### src/rtl/cpu_ctrl_pkg.sv
// Shared constants for the breadboard CPU control unit: opcodes, T-states
// and control-word bit positions.
package cpu_ctrl_pkg;

    localparam int unsigned OP_W      = 4;
    localparam int unsigned STEP_W    = 3;
    localparam int unsigned MAX_STEPS = 5;

    typedef enum logic [OP_W-1:0] {
        OP_NOP = 4'h0,
        OP_LDA = 4'h1,
        OP_ADD = 4'h2,
        OP_SUB = 4'h3,
        OP_STA = 4'h4,
        OP_LDI = 4'h5,
        OP_JMP = 4'h6,
        OP_JC  = 4'h7,
        OP_JZ  = 4'h8,
        OP_OUT = 4'hE,
        OP_HLT = 4'hF
    } opcode_e;

    localparam logic [STEP_W-1:0] T0 = 3'd0;
    localparam logic [STEP_W-1:0] T1 = 3'd1;
    localparam logic [STEP_W-1:0] T2 = 3'd2;
    localparam logic [STEP_W-1:0] T3 = 3'd3;
    localparam logic [STEP_W-1:0] T4 = 3'd4;

    localparam int unsigned CW_HLT    = 0;
    localparam int unsigned CW_MI     = 1;
    localparam int unsigned CW_RI     = 2;
    localparam int unsigned CW_RO     = 3;
    localparam int unsigned CW_II     = 4;
    localparam int unsigned CW_IO     = 5;
    localparam int unsigned CW_AI     = 6;
    localparam int unsigned CW_AO     = 7;
    localparam int unsigned CW_EO     = 8;
    localparam int unsigned CW_SU     = 9;
    localparam int unsigned CW_BI     = 10;
    localparam int unsigned CW_OI     = 11;
    localparam int unsigned CW_FI     = 12;
    localparam int unsigned CW_PC_INC = 13;
    localparam int unsigned CW_PC_OE  = 14;
    localparam int unsigned CW_PC_JMP = 15;
    localparam int unsigned CW_W      = 16;

    typedef logic [CW_W-1:0] ctrl_word_t;

endpackage

### src/rtl/control_sequencer_if.sv
// Control-strobe bundle between the sequencer (master) and the datapath (slave).
interface control_sequencer_if import cpu_ctrl_pkg::*; ();

    logic              step_en;
    logic [OP_W-1:0]   ir_op;
    logic              carry_flag;
    logic              zero_flag;
    logic [STEP_W-1:0] step;
    logic              hlt;
    logic              mi, ri, ro, ii, io, ai, ao, eo, su, bi, oi, fi;
    logic              pc_inc, pc_oe, pc_jmp;

    modport master (
        input  step_en, ir_op, carry_flag, zero_flag,
        output step, hlt, mi, ri, ro, ii, io, ai, ao, eo, su, bi, oi, fi,
               pc_inc, pc_oe, pc_jmp
    );

    modport slave (
        output step_en, ir_op, carry_flag, zero_flag,
        input  step, hlt, mi, ri, ro, ii, io, ai, ao, eo, su, bi, oi, fi,
               pc_inc, pc_oe, pc_jmp
    );

endinterface

### src/rtl/control_rom.sv
// Microcode decode: (opcode, T-state, flags) -> control word plus a flag
// marking the last T-state of the instruction.
module control_rom import cpu_ctrl_pkg::*; (
    input  logic [OP_W-1:0]   ir_op_i,
    input  logic [STEP_W-1:0] step_i,
    input  logic              carry_flag_i,
    input  logic              zero_flag_i,
    output ctrl_word_t        cw_o,
    output logic              last_o
);

    always_comb begin
        cw_o   = '0;
        last_o = 1'b0;
        case (step_i)
            T0: begin
                cw_o[CW_PC_OE] = 1'b1;
                cw_o[CW_MI]    = 1'b1;
            end
            T1: begin
                cw_o[CW_RO]     = 1'b1;
                cw_o[CW_II]     = 1'b1;
                cw_o[CW_PC_INC] = 1'b1;
                case (ir_op_i)
                    OP_LDA, OP_ADD, OP_SUB, OP_STA, OP_LDI,
                    OP_JMP, OP_JC, OP_JZ, OP_OUT, OP_HLT: last_o = 1'b0;
                    default:                              last_o = 1'b1;
                endcase
            end
            T2: begin
                case (ir_op_i)
                    OP_LDA, OP_ADD, OP_SUB, OP_STA: begin
                        cw_o[CW_IO] = 1'b1;
                        cw_o[CW_MI] = 1'b1;
                    end
                    OP_LDI: begin
                        cw_o[CW_IO] = 1'b1;
                        cw_o[CW_AI] = 1'b1;
                        last_o      = 1'b1;
                    end
                    OP_JMP: begin
                        cw_o[CW_IO]     = 1'b1;
                        cw_o[CW_PC_JMP] = 1'b1;
                        last_o          = 1'b1;
                    end
                    // conditional jumps still end here when not taken
                    OP_JC, OP_JZ: begin
                        if ((ir_op_i == OP_JC) ? carry_flag_i : zero_flag_i) begin
                            cw_o[CW_IO]     = 1'b1;
                            cw_o[CW_PC_JMP] = 1'b1;
                        end
                        last_o = 1'b1;
                    end
                    OP_OUT: begin
                        cw_o[CW_AO] = 1'b1;
                        cw_o[CW_OI] = 1'b1;
                        last_o      = 1'b1;
                    end
                    OP_HLT:  cw_o[CW_HLT] = 1'b1;
                    default: last_o       = 1'b1;
                endcase
            end
            T3: begin
                case (ir_op_i)
                    OP_LDA: begin
                        cw_o[CW_RO] = 1'b1;
                        cw_o[CW_AI] = 1'b1;
                        last_o      = 1'b1;
                    end
                    OP_ADD, OP_SUB: begin
                        cw_o[CW_RO] = 1'b1;
                        cw_o[CW_BI] = 1'b1;
                    end
                    OP_STA: begin
                        cw_o[CW_AO] = 1'b1;
                        cw_o[CW_RI] = 1'b1;
                        last_o      = 1'b1;
                    end
                    default: last_o = 1'b1;
                endcase
            end
            T4: begin
                if (ir_op_i == OP_ADD || ir_op_i == OP_SUB) begin
                    cw_o[CW_EO] = 1'b1;
                    cw_o[CW_AI] = 1'b1;
                    cw_o[CW_FI] = 1'b1;
                    cw_o[CW_SU] = (ir_op_i == OP_SUB);
                end
                last_o = 1'b1;
            end
            default: last_o = 1'b1;
        endcase
    end

endmodule

### src/rtl/control_sequencer.sv
// Microcoded control unit: T-state counter, halt latch and clr gating around
// the control_rom decode.
module control_sequencer import cpu_ctrl_pkg::*; (
    input  logic                 clk,
    input  logic                 clr,
    control_sequencer_if.master  bus
);

    localparam logic [STEP_W-1:0] STEP_LAST = STEP_W'(MAX_STEPS - 1);

    logic [STEP_W-1:0] step_q, step_d;
    logic              halted_q, halted_d;
    ctrl_word_t        rom_cw, cw_out;
    logic              rom_last;
    logic [STEP_W-1:0] step_out;

    control_rom u_rom (
        .ir_op_i      (bus.ir_op),
        .step_i       (step_q),
        .carry_flag_i (bus.carry_flag),
        .zero_flag_i  (bus.zero_flag),
        .cw_o         (rom_cw),
        .last_o       (rom_last)
    );

    always_ff @(posedge clk or posedge clr) begin
        if (clr) begin
            step_q   <= '0;
            halted_q <= 1'b0;
        end else begin
            step_q   <= step_d;
            halted_q <= halted_d;
        end
    end

    // HLT keeps step at T2 so the frozen state is visible on the step output
    always_comb begin
        step_d   = step_q;
        halted_d = halted_q;
        if (bus.step_en && !halted_q) begin
            if (rom_cw[CW_HLT])
                halted_d = 1'b1;
            else if (rom_last || step_q == STEP_LAST)
                step_d = '0;
            else
                step_d = step_q + STEP_W'(1);
        end
    end

    always_comb begin
        cw_out   = '0;
        step_out = '0;
        if (!clr) begin
            step_out = step_q;
            if (halted_q)
                cw_out[CW_HLT] = 1'b1;
            else
                cw_out = rom_cw;
        end
    end

    assign bus.step   = step_out;
    assign bus.hlt    = cw_out[CW_HLT];
    assign bus.mi     = cw_out[CW_MI];
    assign bus.ri     = cw_out[CW_RI];
    assign bus.ro     = cw_out[CW_RO];
    assign bus.ii     = cw_out[CW_II];
    assign bus.io     = cw_out[CW_IO];
    assign bus.ai     = cw_out[CW_AI];
    assign bus.ao     = cw_out[CW_AO];
    assign bus.eo     = cw_out[CW_EO];
    assign bus.su     = cw_out[CW_SU];
    assign bus.bi     = cw_out[CW_BI];
    assign bus.oi     = cw_out[CW_OI];
    assign bus.fi     = cw_out[CW_FI];
    assign bus.pc_inc = cw_out[CW_PC_INC];
    assign bus.pc_oe  = cw_out[CW_PC_OE];
    assign bus.pc_jmp = cw_out[CW_PC_JMP];

endmodule

### src/flat_wrapper.sv
// flat-port wrapper written by rule: the top's interface ports become plain ports
module control_sequencer_flat import cpu_ctrl_pkg::*;
  (clk, clr, bus_step_en, bus_ir_op, bus_carry_flag, bus_zero_flag, bus_step, bus_hlt, bus_mi, bus_ri, bus_ro, bus_ii, bus_io, bus_ai, bus_ao, bus_eo, bus_su, bus_bi, bus_oi, bus_fi, bus_pc_inc, bus_pc_oe, bus_pc_jmp);
  control_sequencer_if bus_i ();
  input  logic clk;
  input  logic clr;
  input wire logic [$bits(bus_i.step_en)-1:0] bus_step_en;
  input wire logic [$bits(bus_i.ir_op)-1:0] bus_ir_op;
  input wire logic [$bits(bus_i.carry_flag)-1:0] bus_carry_flag;
  input wire logic [$bits(bus_i.zero_flag)-1:0] bus_zero_flag;
  output wire logic [$bits(bus_i.step)-1:0] bus_step;
  output wire logic [$bits(bus_i.hlt)-1:0] bus_hlt;
  output wire logic [$bits(bus_i.mi)-1:0] bus_mi;
  output wire logic [$bits(bus_i.ri)-1:0] bus_ri;
  output wire logic [$bits(bus_i.ro)-1:0] bus_ro;
  output wire logic [$bits(bus_i.ii)-1:0] bus_ii;
  output wire logic [$bits(bus_i.io)-1:0] bus_io;
  output wire logic [$bits(bus_i.ai)-1:0] bus_ai;
  output wire logic [$bits(bus_i.ao)-1:0] bus_ao;
  output wire logic [$bits(bus_i.eo)-1:0] bus_eo;
  output wire logic [$bits(bus_i.su)-1:0] bus_su;
  output wire logic [$bits(bus_i.bi)-1:0] bus_bi;
  output wire logic [$bits(bus_i.oi)-1:0] bus_oi;
  output wire logic [$bits(bus_i.fi)-1:0] bus_fi;
  output wire logic [$bits(bus_i.pc_inc)-1:0] bus_pc_inc;
  output wire logic [$bits(bus_i.pc_oe)-1:0] bus_pc_oe;
  output wire logic [$bits(bus_i.pc_jmp)-1:0] bus_pc_jmp;
  assign bus_i.step_en = bus_step_en;
  assign bus_i.ir_op = bus_ir_op;
  assign bus_i.carry_flag = bus_carry_flag;
  assign bus_i.zero_flag = bus_zero_flag;
  assign bus_step = bus_i.step;
  assign bus_hlt = bus_i.hlt;
  assign bus_mi = bus_i.mi;
  assign bus_ri = bus_i.ri;
  assign bus_ro = bus_i.ro;
  assign bus_ii = bus_i.ii;
  assign bus_io = bus_i.io;
  assign bus_ai = bus_i.ai;
  assign bus_ao = bus_i.ao;
  assign bus_eo = bus_i.eo;
  assign bus_su = bus_i.su;
  assign bus_bi = bus_i.bi;
  assign bus_oi = bus_i.oi;
  assign bus_fi = bus_i.fi;
  assign bus_pc_inc = bus_i.pc_inc;
  assign bus_pc_oe = bus_i.pc_oe;
  assign bus_pc_jmp = bus_i.pc_jmp;
  control_sequencer u_core (.clk(clk), .clr(clr), .bus(bus_i));
endmodule
### config.mk
export PLATFORM = sky130hd
export DESIGN_NAME = control_sequencer_flat
export DESIGN_NICKNAME = d
export VERILOG_FILES = /design/src/rtl/cpu_ctrl_pkg.sv /design/src/rtl/control_sequencer_if.sv /design/src/rtl/control_rom.sv /design/src/rtl/control_sequencer.sv /design/src/flat_wrapper.sv
export SDC_FILE = /design/constraint.sdc
export NUM_CORES = 1
export LEC_CHECK = 0
export CAP_MARGIN = 25
export CORE_MARGIN = 2
export CORE_UTILIZATION = 37
export CTS_CLUSTER_SIZE = 28
export DETAILED_ROUTE_END_ITERATION = 12
export PLACE_DENSITY = 0.74
export REMOVE_ABC_BUFFERS = 1
export SYNTH_ARGS = -nofsm -noshare
export SYNTH_HDL_FRONTEND = slang
export SYNTH_SLANG_ARGS = --single-unit
export TNS_END_PERCENT = 5
### constraint.sdc
create_clock -name clk -period 1.8 [get_ports clk]
set_input_delay 0.36 -clock clk [delete_from_list [all_inputs] [get_ports clk]]
set_output_delay 0.36 -clock clk [all_outputs]
set_load 0.1 [all_outputs]
==> reports/qor.yml, run 1 <==
yosys:
  synth_cell_types: 39
  netlist_area_um2: 656
  synthFlopType: "dfrtp_1"
  syn_avg_cell_area_um2: 7.37
  ys_seq_elements: 4
  synth_edf_count: 0
  ys_seq_area_share_pct: 15.3
  yosys_warnings: 0
  async_reset_ff_share_pct: 100
  synthCells: 89
sta:
  crit_endpoint: "bus_ai"
  endpoint_type: "top-level output"
placement:
  hpwl_um: 2090
  numPortBuffers: 27
  place_congestion: 0.871
die:
  die_h_um: 46.1
  io_pins: 28
  rows: 15
  start_util_pct: 38.8
  die_w_um: 46.1
run_status:
  error_line: "[ERROR DPL-0038] Utilization greater than 100%, impossible to legalize"
  outcome: "did not finish"
  lastStage: "global routing"
clocking:
  max-clock-path-buffers: 2
  clock_sinks: 4
  htree_levels: 1
  root_buffer: "clkbuf_4"
  numCtsBuffers: 3
grt:
  grt_max_degree: 8
==> logic make-up after synthesis <==
logic type / Yosys count / share of synthesized area (%)
DFF: 4 / 15.3
xor gates and xnor gates: 1 / 1.34
AOI/OAI and AO/OA: 18 / 21.6
muxes: 1 / 1.72
and+or+nand+nor: 47 / 41.4
adders and majority gates: 5 / 9.54
buffers and inverters: 13 / 9.16
==> cell usage after synthesis (all sizes together), types with 3 or more instances <==
master / count / area (um^2)
and3: 3 / 20.0
a31oi: 4 / 31.3
nor2: 11 / 41.3
nor3: 5 / 30.0
buf: 5 / 30.0
o21ai: 4 / 20.0
inv: 7 / 26.3
nand2b: 4 / 25.0
ha: 5 / 62.6
nand2: 7 / 33.8
dfrtp: 4 / 100
==> what timing repair did <==
action                     in CTS
setup buffers                   4
setup endpoints to repair      19
pin swaps                      15
hold buffers                    0
gates resized for setup        50
==> metrics by stage <==
| stage | instances | setup slack [ns] | instance area (um^2) | utilization [%] |
|---|---|---|---|---|
| 2_1_floorplan | 83 | -2.71 | 622 | - |
| 3_3_place_gp | 166 | -0.533 | 1400 | 82.7 |
| 3_5_place_dp | 166 | -0.601 | 1400 | 82.7 |
| 4_1_cts | 172 | -0.306 | 1630 | 96.4 |
==> run 2, diff against run 1 <==
Settings changed: CORE_AREA from default to 2 2 63 65, CORE_MARGIN 2 to default, CORE_UTILIZATION 37 to default, CTS_CLUSTER_SIZE 28 to default, DIE_AREA from default to 0 0 65 67, PLACE_DENSITY 0.74 to default, PLACE_DENSITY_LB_ADDON from default to 0.15.
Clock period 1.8 ns to 2.3 ns, I/O delays scaled along.
==> reports/qor.yml, run 2 <==
clocking:
  max-clock-path-buffers: 2
  clk_latency_ns: 0.22
  post_cts_buffers: 0
  hold_buffers: 0
  cts_tree: "done"
  root_buffer: "clkbuf_8"
  clock_sinks: 4
  cts.clk_slew.worst_paths_ns: 0.03
  numCtsBuffers: 3
  htree_levels: 1
die:
  rows: 22
  core_region_area_mm2: 0.00361
  die_h_um: 67
  die_w_um: 65
  io_pins: 28
  start_util_pct: 18.2
  die_area_mm2: 0.00436
worst_setup_path:
  worstPathRequired_ns: 1.84
  worstSetupEndpointType: "output pin"
  worst_setup_path_start_kind: "primary input"
  reg2reg_depth: 6
  crit_type: "primary input to output pin"
  arrival_ns: 1.84
  path_max_fanout: 4
yosys:
  synthTopCellsByArea: "dfrtp_1 (15%), ha_1 (9.5%), nor2_1 (6.3%), inv_1 (4.0%), o311ai_4 (4.0%)"
  async_reset_ff_share_pct: 100
  synthCells: 89
  synth_area_leader_cell: "dfrtp_1"
  synthFlopType: "dfrtp_1"
  ys_seq_elements: 4
  synthTopCellsByCount: "nor2_1 (11), inv_1 (7), nand2_1 (6)"
  netlist_area_um2: 656
  syn_avg_cell_area_um2: 7.37
  synth_top_cell_area_share_pct: 15.3
  synth.most_common_cell: "nor2_1"
  yosys_warnings: 0
  synth_cell_types: 39
  ys_seq_area_share_pct: 15.3
  synth_edf_count: 0
power:
  powerDensity_mw_per_mm2: 970
  peakVddDrop_v: 0.000437
  p_leak_nw: 0.631
grt:
  grt.overflow.total: 0
  grt_pass1_vias: 879
  grt_busiest_layer: "met2"
  grt_util_all_layers_pct: 11.9
  grt_max_degree: 10
  met2_usage_pct: 21.1
  grt_pass1_wl_um: 4000
  use_met1_pct: 14.6
  antenna_found_initial: 0
  grtUsageMet3_pct: 2.70
sta:
  max_freq_mhz: 435
  setup_ws_ns: 0.00359
  period_needed_ns: 2.30
  finalMaxSlewViolations: 0
  worst_slew_pin_slew_ns: 0.330
  rsz0062_at_grt: "yes"
  hold_violations: 0
  finalClockSkew_ns: 0.00137
  slew_headroom_pct: 77.9
  hold_ws_ns: 0.526
  setup_viol: 0
  timing.final.crit_share_pct: 99.8
final_layout:
  largest_reg_flops: 3
  fin_util_pct: 41.0
  final_nets: 159
  final_area_mm2: 0.00148
  regMostFlops: "u_core.step_q"
  final_cells: 191
  final_common_cell: "buf_4"
  top_regs: "u_core.step_q: 3 flops, u_core.halted_q: 1 flops"
  syn2layout_area_growth_pct: 126
  drive_gt1_share_pct: 51.0
  num_antenna_cells: 0
  layout_common_cells: "buf_4 (27), buf_12 (19), nor2_1 (8)"
placement:
  dp_cells: 187
  dpl_worst_slack_ns: -0.352
  hpwl_um: 1990
  numPortBuffers: 27
  place_congestion: 0.786
  place_area_mm2: 0.00136
run_status:
  outcome: "complete, no violations"
min_path:
  whs_path_depth: 1
  hp-class: "register to register"
drt:
  dr_total_vias: 833
  post_drt_wl_per_cell_um: 13.0
  drc_errors: 0
  wl_um: 2480
  routed_via_density: 4.36
  final_antenna_net_count: 0
  drt_pass1_iterations: 4
  drt_iter0_drc: 24
run:
  max-cap-violations: 0
-- run 2: kinds of logic (layout without fill, tap and decap cells) --
family	Yosys count	after routing	synth area share, %
buffers and inverters	13	67	9.16
AO/OA/AOI/OAI	18	18	21.6
flip-flops	4	4	15.3
AND/OR/NAND/NOR	47	47	41.4
XOR/XNOR	1	1	1.34
adder cells (fa/ha/maj)	5	5	9.54
multiplexers	1	1	1.72
-- run 2: critical path, cell delays in order --
cell	delay [ns]
dlygate4sd2_1	0.28
or3b_4	0.44
nor2_1	0.12
a31oi_1	0.06
a211oi_1	0.17
buf_4	0.15
buf_12	0.16
-- run 2: stage by stage --
step,total power [mW],setup TNS (ns)
global placement,1.21,-2.19
CTS,1.41,-0.0141
detailed placement,1.21,-2.17
floorplan,0.789,-21.58
finish,1.44,0
global route,1.51,-0.120
-- run 2: timing repair --
action / CTS / global route
gates cloned: 1 / 0
pin swaps: 7 / 3
setup endpoints to repair: 15 / 8
gates resized for setup: 17 / 6
-- run 2: layout make-up --
type | count | area (um^2)
Fill cell | 365 | 2130
Timing Repair Buffer | 57 | 687
Multi-Input combinational cell | 72 | 566
Sequential cell | 4 | 100
Tap cell | 48 | 60.1
Clock buffer | 3 | 41.3
Inverter | 7 | 26.3
-- run 2: path summary, 6_finish.rpt --
kind	end	from	slack, ns
max in group asynchronous	u_core.step_q[0]	clr	1.49
max	bus_ai	bus_ir_op[2]	0.004
max reg2reg	u_core.step_q[1]	u_core.step_q[2]	0.62
min	u_core.halted_q	u_core.halted_q	0.53
min reg2reg	u_core.halted_q	u_core.halted_q	0.53
min in group asynchronous	u_core.step_q[2]	clr	0.65
-- run 2: per-layer routing --
metal / part of all wire (%) / vias to the layer above
met4: 0 / 0
met5: 0 / -
li1: - / 424
met3: 3.3 / 0
met1: 47 / 393
met2: 49 / 16
-- run 2: where the power goes --
group          switching (mW)  total, mW  internal [mW]
registers              0.0406      0.142          0.101
logic                   0.677       1.14          0.464
clock network          0.0409      0.153          0.112
No activity file was read; power rests on OpenSTA's default activity.
